`src/rtl/serial_adder_if.sv`:
```
// Request/result bundle for the bit-serial adder: operands and start in,
// busy/done status and the registered {c,s} result out.
interface serial_adder_if #(
  parameter int WIDTH = 8
);
  logic             start;
  logic [WIDTH-1:0] a;
  logic [WIDTH-1:0] b;
  logic             cin;
  logic             busy;
  logic             done;
  logic [WIDTH-1:0] s;
  logic             c;

  // Handshake: start is taken on a rising edge only while the adder is idle
  // or in its done cycle; busy marks the cycles where start is ignored, and
  // done is a one-cycle pulse during which s/c hold the fresh result.
  modport master (
    output start, a, b, cin,
    input  busy, done, s, c
  );

  modport slave (
    input  start, a, b, cin,
    output busy, done, s, c
  );
endinterface

```
`src/rtl/serial_adder.sv`:
```
// Bit-serial adder: one full-adder stage plus a carry flop processes one
// operand bit per cycle, LSB first, and publishes {c,s} on completion.
module serial_adder #(
  parameter int WIDTH = 8
) (
  input  logic          clk,
  input  logic          rst_n,
  serial_adder_if.slave bus,
  output logic [1:0]    state_o
);

  localparam int CW = $clog2(WIDTH + 1);

  typedef enum logic [1:0] {
    IDLE = 2'd0,
    RUN  = 2'd1,
    DONE = 2'd2
  } state_e;

  state_e           state_q, state_d;
  logic [WIDTH-1:0] a_q, a_d;
  logic [WIDTH-1:0] b_q, b_d;
  logic [WIDTH-1:0] sum_q, sum_d;
  logic [WIDTH-1:0] s_q, s_d;
  logic             k_q, k_d;
  logic             c_q, c_d;
  logic [CW-1:0]    cnt_q, cnt_d;

  logic             accept;
  logic             last_bit;
  logic             fa_s;
  logic             fa_k;
  logic [WIDTH-1:0] sum_shift;

  assign accept   = bus.start && ((state_q == IDLE) || (state_q == DONE));
  assign last_bit = (cnt_q == CW'(WIDTH - 1));

  // Single full-adder stage on the current LSBs and the running carry.
  assign fa_s = a_q[0] ^ b_q[0] ^ k_q;
  assign fa_k = (a_q[0] & b_q[0]) | (k_q & (a_q[0] ^ b_q[0]));

  generate
    if (WIDTH == 1) begin : g_sum_w1
      assign sum_shift = fa_s;
    end else begin : g_sum_wn
      assign sum_shift = {fa_s, sum_q[WIDTH-1:1]};
    end
  endgenerate

  // State register.
  always_ff @(posedge clk or negedge rst_n) begin
    if (!rst_n) begin
      state_q <= IDLE;
    end else begin
      state_q <= state_d;
    end
  end

  // Next-state logic.
  always_comb begin
    state_d = state_q;
    case (state_q)
      IDLE:    if (accept) state_d = RUN;
      RUN:     if (last_bit) state_d = DONE;
      DONE:    state_d = accept ? RUN : IDLE;
      default: state_d = IDLE;
    endcase
  end

  // Output logic.
  always_comb begin
    bus.busy = (state_q == RUN);
    bus.done = (state_q == DONE);
  end

  assign bus.s   = s_q;
  assign bus.c   = c_q;
  assign state_o = state_q;

  // Datapath next values; s/c move only on the edge that finishes the last bit.
  always_comb begin
    a_d   = a_q;
    b_d   = b_q;
    sum_d = sum_q;
    k_d   = k_q;
    cnt_d = cnt_q;
    s_d   = s_q;
    c_d   = c_q;
    if (accept) begin
      a_d   = bus.a;
      b_d   = bus.b;
      k_d   = bus.cin;
      sum_d = '0;
      cnt_d = '0;
    end else if (state_q == RUN) begin
      a_d   = a_q >> 1;
      b_d   = b_q >> 1;
      sum_d = sum_shift;
      k_d   = fa_k;
      cnt_d = cnt_q + CW'(1);
      if (last_bit) begin
        s_d = sum_shift;
        c_d = fa_k;
      end
    end
  end

  always_ff @(posedge clk or negedge rst_n) begin
    if (!rst_n) begin
      a_q   <= '0;
      b_q   <= '0;
      sum_q <= '0;
      k_q   <= 1'b0;
      cnt_q <= '0;
      s_q   <= '0;
      c_q   <= 1'b0;
    end else begin
      a_q   <= a_d;
      b_q   <= b_d;
      sum_q <= sum_d;
      k_q   <= k_d;
      cnt_q <= cnt_d;
      s_q   <= s_d;
      c_q   <= c_d;
    end
  end

endmodule

```
`src/flat_wrapper.sv`:
```
// flat-port wrapper written by rule: the top's interface ports become plain ports
module serial_adder_flat 
#(
  parameter int WIDTH = 8
)
  (clk, rst_n, state_o, bus_start, bus_a, bus_b, bus_cin, bus_busy, bus_done, bus_s, bus_c);
  serial_adder_if #(.WIDTH(WIDTH)) bus_i ();
  input  logic clk;
  input  logic rst_n;
  output logic [1:0] state_o;
  input wire logic [$bits(bus_i.start)-1:0] bus_start;
  input wire logic [$bits(bus_i.a)-1:0] bus_a;
  input wire logic [$bits(bus_i.b)-1:0] bus_b;
  input wire logic [$bits(bus_i.cin)-1:0] bus_cin;
  output wire logic [$bits(bus_i.busy)-1:0] bus_busy;
  output wire logic [$bits(bus_i.done)-1:0] bus_done;
  output wire logic [$bits(bus_i.s)-1:0] bus_s;
  output wire logic [$bits(bus_i.c)-1:0] bus_c;
  assign bus_i.start = bus_start;
  assign bus_i.a = bus_a;
  assign bus_i.b = bus_b;
  assign bus_i.cin = bus_cin;
  assign bus_busy = bus_i.busy;
  assign bus_done = bus_i.done;
  assign bus_s = bus_i.s;
  assign bus_c = bus_i.c;
  serial_adder #(.WIDTH(WIDTH)) u_core (.clk(clk), .rst_n(rst_n), .bus(bus_i), .state_o(state_o));
endmodule
```
`config.mk`:
```
export PLATFORM = sky130hd
export DESIGN_NAME = serial_adder_flat
export DESIGN_NICKNAME = d
export VERILOG_FILES = /design/src/rtl/serial_adder_if.sv /design/src/rtl/serial_adder.sv /design/src/flat_wrapper.sv
export SDC_FILE = /design/constraint.sdc
export NUM_CORES = 1
export LEC_CHECK = 0
export ABC_AREA = 1
export CORE_MARGIN = 5
export CORE_UTILIZATION = 54
export DETAILED_ROUTE_END_ITERATION = 12
export GPL_TIMING_DRIVEN = 0
export PLACE_DENSITY = 0.92
export SETUP_SLACK_MARGIN = 0.15
export SYNTH_ARGS = -nofsm -noshare
export SYNTH_HDL_FRONTEND = slang
export SYNTH_SLANG_ARGS = --single-unit
```
`constraint.sdc`:
```
create_clock -name clk -period 3.1 [get_ports clk]
set_input_delay 0.62 -clock clk [delete_from_list [all_inputs] [get_ports clk]]
set_output_delay 0.62 -clock clk [all_outputs]
set_load 0.05 [all_outputs]
```
* Word level (Yosys, flattened, before mapping)
Index checks and enable logic that the tools add are counted.
** Storage, ports and cells
- Flip-flop bits (word level) :: 40
- Input bits :: 20
- Output and inout port bits :: 13
- Logic and storage cells :: 40
** Cells by class
- Add/sub/neg operators :: 1
- Eq/ne operators :: 5
- Multiplexer cells :: 14
- Bitwise gates (word level) :: 6
- Reductions and logical operators :: 6
** Operators by type and width (count)
- 8-bit two-way mux :: 6
- 4-bit two-way mux :: 2
- 2-bit one-hot mux with 3 select lines :: 1
- 4-bit by 1-bit adder with 4-bit output (second input constant) :: 1
- 4-bit by 3-bit == test with 1-bit output (second input constant) :: 1
- 2-bit two-way mux :: 2
- 2-bit by 1-bit != test with 1-bit output (second input constant) :: 2
- 1-bit two-way mux :: 3
- 3-bit AND reduction :: 1
- 1-bit AND :: 2
- 2-bit by 1-bit == test with 1-bit output (second input constant) :: 1
- 2-bit == test (second input constant) :: 1
- 2-bit zero test :: 1
- 2-bit AND reduction :: 1
- 2-bit nonzero test :: 1
- 1-bit XOR :: 2
- 1-bit logical AND :: 1
- 1-bit logical OR :: 1
- 1-bit inverter :: 1
- 1-bit OR :: 1

* Longest topological paths before layout
Gate-level depths: netlist (run 1).
- Word-level depth :: 5
- Depth in mapped cells :: 7
- Depth with buffers taken out :: 7

* Worst setup path after synthesis (run 1)
Ideal clock, no wire load.
- Path kind :: register to output
- Start point :: register u_core.state_q[1], in the netlist u_core.state_o[1]
- End point :: output port bus_done
- Arrival :: 1.426 ns
- Required time :: 2.480 ns
- Slack :: 1.054 ns
- Cell stages (with the launch flop) :: 3
- Path buffers :: 0
- Cells stage by stage :: dfrtp_1 -> inv_1 -> nor2_1
** Between the ends
- Word-level cells in the longest chain between the ends :: 1
** Ends and longest elaborated chain
- start, declared :: line serial_adder.sv:20 : state_e state_q, state_d;
- start signal, assigned :: line serial_adder.sv:55 : state_q <= state_d;
- 2-bit == test :: line serial_adder.sv:73 : bus.done = (state_q == DONE);
- end, declared :: line flat_wrapper.sv:16 : output wire logic [$bits(bus_i.done)-1:0] bus_done;
Every way passes these cells.

* Final worst setup path (run 1)
- Start point :: register u_core.state_q[1], in the netlist u_core.state_o[1]
- End point :: output port bus_busy
** Between the ends
- Word-level cells in the longest chain between the ends :: 1
** Ends and longest elaborated chain
- 2-bit by 1-bit == test with 1-bit output :: line serial_adder.sv:72 : bus.busy = (state_q == RUN);
- end, declared :: line flat_wrapper.sv:15 : output wire logic [$bits(bus_i.busy)-1:0] bus_busy;
Every way passes these cells.

==> results of run 1 <==
registers in the layout, indices dropped and copies added, names as in the netlist:
signal          count
u_core.cnt_q        4
u_core.bus.c        1
u_core.k_q          1
u_core.a_q          8
u_core.bus.s        8
u_core.state_o      2
u_core.sum_q        7
u_core.b_q          8
synth_stat cells, types with 2 or more instances:
cell type / instances / area share, %
nand2_2: 2 / 0.74
dfrtp_1: 39 / 58
buf_4: 2 / 0.89
o211ai_1: 4 / 1.8
o21ai_0: 10 / 3.0
inv_1: 18 / 4.0
nand2_1: 46 / 10
a21oi_1: 8 / 2.4
o22ai_1: 7 / 2.6
o21ai_2: 9 / 4.7
buf_2: 3 / 0.89
o21ai_1: 4 / 1.2
nor2_1: 14 / 3.1
nand3_1: 2 / 0.59
buf_6: 2 / 1.3
path summary, 6_finish.rpt:
path	startpoint	end	slack [ns]
setup / recovery	u_core.state_o[1]	bus_busy	0.60
hold / removal	rst_n	u_core.bus.s[2]	0.37
setup reg to reg	u_core.cnt_q[0]	u_core.bus.s[1]	1.73
hold reg to reg	u_core.b_q[1]	u_core.b_q[0]	0.49
max in group asynchronous	rst_n	u_core.a_q[5]	2.20
min in group clk	u_core.b_q[1]	u_core.b_q[0]	0.49
power by group through the flow:
stage | combinational, uW | sequential (uW) | clock, uW
after global placement | 1130 | 867 | 0
after global routing | 1280 | 896 | 349
after detailed placement | 1170 | 877 | 0
final | 1160 | 869 | 325
after floorplan | 634 | 1070 | 0
after CTS | 1170 | 867 | 329
cell usage in the layout, fill, tap and decap left out, drive strengths merged:
master and count:
clkinvlp 1, inv 20, nand3 3, o211ai 4, o21ai 23, dfrtp 39, fa 1, nand2 49
ha 1, buf 8, a21oi 8, nor2 15, clkbuf 5, nor3 1, o22ai 7, clkdlybuf4s50 31
bufinv 1
layer usage:
metal  up-vias  global-route usage [%]  part of all wire [%]
met3         6                    4.59                   4.5
li1        648                       -                     -
met4         0                    5.33                   1.4
met5         -                       0                     0
met2        30                    26.7                    49
met1       617                    22.0                    45
metrics by stage:
| stage | instance area [um2] | instances | setup slack, ns | hold WS (ns) |
|---|---|---|---|---|
| after floorplan | 1690 | 178 | 1.05 | 0.324 |
| after global placement | 2060 | 254 | 0.529 | 0.464 |
| after detailed placement | 2060 | 254 | 0.983 | 0.469 |
| after CTS | 2130 | 261 | 0.591 | 0.390 |
| after global routing | 2130 | 261 | 0.501 | 0.433 |
| final | 2130 | 261 | 0.599 | 0.367 |
kinds of logic after synthesis:
family	Yosys count	synth area share [%]
adder cells (fa/ha/maj)	2	1.93
AND/OR/NAND/NOR	68	17.0
buffers and inverters	27	7.70
flip-flops	39	57.8
AO/OA/AOI/OAI	42	15.6
final cells by class:
| type | instances | area, um2 | share of cell area [%] |
|---|---|---|---|
| multi-input cells | 112 | 583 | 27.3 |
| clock inverters | 2 | 37.5 | 1.76 |
| well taps | 44 | 55.1 | 2.58 |
| plain buffers | 7 | 52.6 | 2.46 |
| clock buffers | 5 | 37.5 | 1.76 |
| flip-flops and latches | 39 | 976 | 45.7 |
| inverters | 20 | 77.6 | 3.63 |
| repair buffers | 32 | 315 | 14.8 |
==> results.toml, run 1 <==
[critical_path]
cp-start-kind = "register"
path_cells = "inv_1 > nand2_2 > inv_4 > clkdlybuf4s50_1"
max_stage_delay_ns = 0.82
cp_num_buf_inv = 3
cp_top_family = "buffers and inverters"
critPathRequiredTime_ns = 2.48
crit_path_end_kind = "output port"
path_depth = 4
ff2ff_path_depth = 6
cp_data_arrival_time_ns = 1.88
slowest_stage = "clkdlybuf4s50_1"
path_class = "register to output port"
crit_fanout = 10

[grt]
grt_pass1_vias = 1263
gr-total-overflow = 0
grt_usage_pct = 16.7
grt_max_degree = 40
antenna_found_initial = 0
grt_first_pass_wirelength_mm = 5.49

[timing]
max-slew-margin-rel_pct = 44.5
period_share_pct = 80.7
slew_viol_final = 0
max_slew.worst_pin.slew_ns = 0.833
min_period_ns = 2.50
fmax_mhz = 400
rsz0062_at_grt = "no"
hold_viol_final = 0
finalClockSkew_ns = 0.0187
setup_violations = 0
setup_tns_ns = 0

[place]
gp_congestion = 0.772
io_buffers = 32
hpwlAfterDp_mm = 2.33

[clock_network]
clk_path_buf_depth = 2
cts_sinks = 39
cts_tree = "yes"
cts_resized = 0
cts.clk_slew.worst_paths_ns = 0.12
htreeDepth = 2
root_buffer = "clkbuf_4"
worstSkewPairLatency_ns = 0.34
hold_buffers = 0
postCtsSetupBuffers = 0
cts_buffers = 5

[die]
floorplan.initialDensity_pct = 55.8
chipWidth_um = 65.9
die_area_um2 = 4350
die_h_um = 65.9
io_pins = 33
rows = 20
core_area_um2 = 3030

[layout]
utilization_pct = 70.5
diodes = 0
syn2layout_area_growth_pct = 26.4
n_fill_cell = 218
nets = 239
drive_gt1_share_pct = 14.3

[worst_hold_path]
hold_path_class = "input port to async pin"

[logic_synthesis]
synth_fp_nets = 200
synthCells = 178
synthArstFlopShare_pct = 100
synth.distinct_cells = 23
synth_top_flop_cell = "dfrtp_1"
synth-seq-cells = 39
netlist_area_um2 = 1690
syn_avg_cell_area_um2 = 9.49
ys_warn_count = 0
seq_area_frac_synth_pct = 57.8
synth_edf_count = 0

[power_and_ir_drop]
power_switching_uw = 1040
report.power.total_uw = 2360
power.share.clock_pct = 13.8
power_leakage_uw = 0.00100
peakVddDrop_mv = 0.510
comb_power_share_pct = 49.4
p_per_area_nw_per_um2 = 1110
pwr-share-seq_pct = 36.8
internal_power_uw = 1320
swShare_pct = 43.9

[detailed_routing]
wl_per_cell_um = 12.7
first_pass_iters = 4
drc = 0
drt_iter0_markers = 68
vias_per_cell = 4.98
drtAntennaViolNets = 0
drt_wl_total_mm = 3.31
vias = 1301

[run_status]
outcome = "finished clean"

[run]
maxCapViolCount = 0
Note: power is estimated with default switching activity, not from simulation.
==> run 2: changes to the inputs <==
--- a/config.mk
+++ b/config.mk
@@ -7,10 +7,10 @@
 export LEC_CHECK = 0
 export ABC_AREA = 1
 export CORE_MARGIN = 5
-export CORE_UTILIZATION = 54
+export CORE_UTILIZATION = 50
 export DETAILED_ROUTE_END_ITERATION = 12
 export GPL_TIMING_DRIVEN = 0
-export PLACE_DENSITY = 0.92
+export PLACE_DENSITY = 0.87
 export SETUP_SLACK_MARGIN = 0.15
 export SYNTH_ARGS = -nofsm -noshare
 export SYNTH_HDL_FRONTEND = slang
==> constraint.sdc (replaced) <==
create_clock -name clk -period 2.46 [get_ports clk]
set_input_delay 0.492 -clock clk [delete_from_list [all_inputs] [get_ports clk]]
set_output_delay 0.492 -clock clk [all_outputs]
set_load 0.05 [all_outputs]
==> run 2 against run 1 <==
Against the previous run: power increased by 27%; utilization decreased by 5.6 points; routed wire length shrank 3.0%; final cell count rose by 1.1%; first-iteration DRC count shrank 25%; clock skew fell by 0.013 ns; register-to-register slack worse by 0.65 ns; die area is 6.8% higher; critical path type unchanged; largest cell class unchanged.
==> results.toml, run 2 (synthesis gave the netlist of run 1 again) <==
[run_status]
outcome = "finished clean"

[critical_path]
crit_fanout = 5
crit_path_end_kind = "output port"
critPathRequiredTime_ns = 1.97
cp_top_family = "buffers and inverters"
r2r_slack_ns = 1.08
path_class = "register to output port"
reg2reg_to = "u_core.bus.c"
path_cells = "nor2_1 > clkdlybuf4s50_1"
cp_data_arrival_time_ns = 1.70
ff2ff_path_depth = 6
cp-start-kind = "register"
max_stage_delay_ns = 0.80
crit_start = "u_core.state_o[0]"
path_depth = 2
r2r-start = "u_core.cnt_q[0]"
slowest_stage = "clkdlybuf4s50_1"
cp_num_buf_inv = 1

[power_and_ir_drop]
p_per_area_nw_per_um2 = 1390
report.power.total_uw = 2990
swShare_pct = 43.4
internal_power_uw = 1690
power_switching_uw = 1300
comb_power_share_pct = 48.3
pwr-share-seq_pct = 36.6
power.share.clock_pct = 15.1
peakVddDrop_mv = 0.581
power_leakage_uw = 0.00101

[timing]
min_period_ns = 2.19
hold_viol_final = 0
max-slew-margin-rel_pct = 43.7
setup_violations = 0
setup_ws_ns = 0.267
period_share_pct = 89.1
rsz0062_at_grt = "no"
timing.hold.ws_ns = 0.229
max_slew.worst_pin.slew_ns = 0.844
slew_viol_final = 0
fmax_mhz = 456
finalClockSkew_ns = 0.00545

[layout]
final_common_cell = "nand2_1"
diodes = 0
utilization_pct = 64.9
n_fill_cell = 296
syn2layout_area_growth_pct = 27.1
drive_gt1_share_pct = 14.7
final_cell_mix = "nand2_1, dfrtp_1, clkdlybuf4s50_1, inv_1, nor2_1"
nets = 239

[clock_network]
cts_sinks = 39
cts_buffers = 5
htreeDepth = 2
cts_tree = "yes"
clk_path_buf_depth = 2
worstSkewPairLatency_ns = 0.35
root_buffer = "clkbuf_4"
cts.clk_slew.worst_paths_ns = 0.11

[place]
hpwlAfterDp_mm = 2.31
dp_slack_ns = 0.469
io_buffers = 32
gp_congestion = 0.788

[die]
chipWidth_um = 68.1
core_area_um2 = 3310
rows = 21
floorplan.initialDensity_pct = 51.0
io_pins = 33
die_h_um = 68.1
die_area_um2 = 4640

[grt]
grt_pass1_vias = 1330
antenna_found_initial = 0
gr-total-overflow = 0
grt_first_pass_wirelength_mm = 5.63
grt_max_degree = 40
grt_usage_pct = 16.7

[detailed_routing]
drc = 0
drt_wl_total_mm = 3.21
vias_per_cell = 4.92
first_pass_iters = 4
drtAntennaViolNets = 0
drt_iter0_markers = 51
wl_per_cell_um = 12.2
vias = 1299

[worst_hold_path]
hold_path_class = "input port to async pin"

[run]
maxCapViolCount = 0
==> run 2: cell types whose count changed in the layout (fill, tap and decap cells not counted), sizes merged <==
cell and delta:
clkinv +1, clkinvlp -1, clkdlybuf4s50 -1, dlygate4sd2 +1, clkbuf +1
==> run 2: power groups by stage <==
stage | Sequential, uW | Clock [uW] | Combinational [uW]
2_1_floorplan | 1350 | 0 | 798
3_3_place_gp | 1090 | 0 | 1430
3_5_place_dp | 1110 | 0 | 1470
4_1_cts | 1090 | 462 | 1470
5_1_grt | 1130 | 481 | 1610
6_report | 1090 | 450 | 1440
==> run 2: layer usage <==
metal | global-route usage [%] | up-vias | share of wire, %
li1 | - | 648 | -
met1 | 20.7 | 618 | 47
met2 | 26.0 | 25 | 46
met3 | 3.45 | 8 | 3.2
met4 | 11.9 | 0 | 3.3
met5 | 0 | - | 0
==> run 2: area by class of cell <==
cell class / instances / area (um2) / area share [%]
Sequential cell: 39 / 976 / 45.5
Timing Repair Buffer: 32 / 314 / 14.6
Multi-Input combinational cell: 112 / 583 / 27.2
Clock buffer: 6 / 51.3 / 2.39
Inverter: 20 / 77.6 / 3.61
Tap cell: 46 / 57.6 / 2.68
Buffer: 7 / 52.6 / 2.45
Clock inverter: 2 / 35.0 / 1.63
==> run 2: worst max path at each step <==
stage                                 end
after CTS                        bus_done
after detailed placement         bus_busy
after global routing             bus_done
final                            bus_done
after global placement    u_core.cnt_q[2]
after floorplan                  bus_done
==> run 2: what timing repair did <==
item,in CTS,in global routing
endpoints found under the setup margin,1,0
buffers inserted,0,0
resized for setup,1,0
hold buffers,0,0
==> run 2: metrics by stage <==
step                      setup TNS [ns]  instance area, um2  instances
after floorplan                        0                1690        178
after global placement            -0.258                2070        256
after detailed placement               0                2060        256
after CTS                              0                2150        264
after global routing                   0                2150        264
final                                  0                2150        264
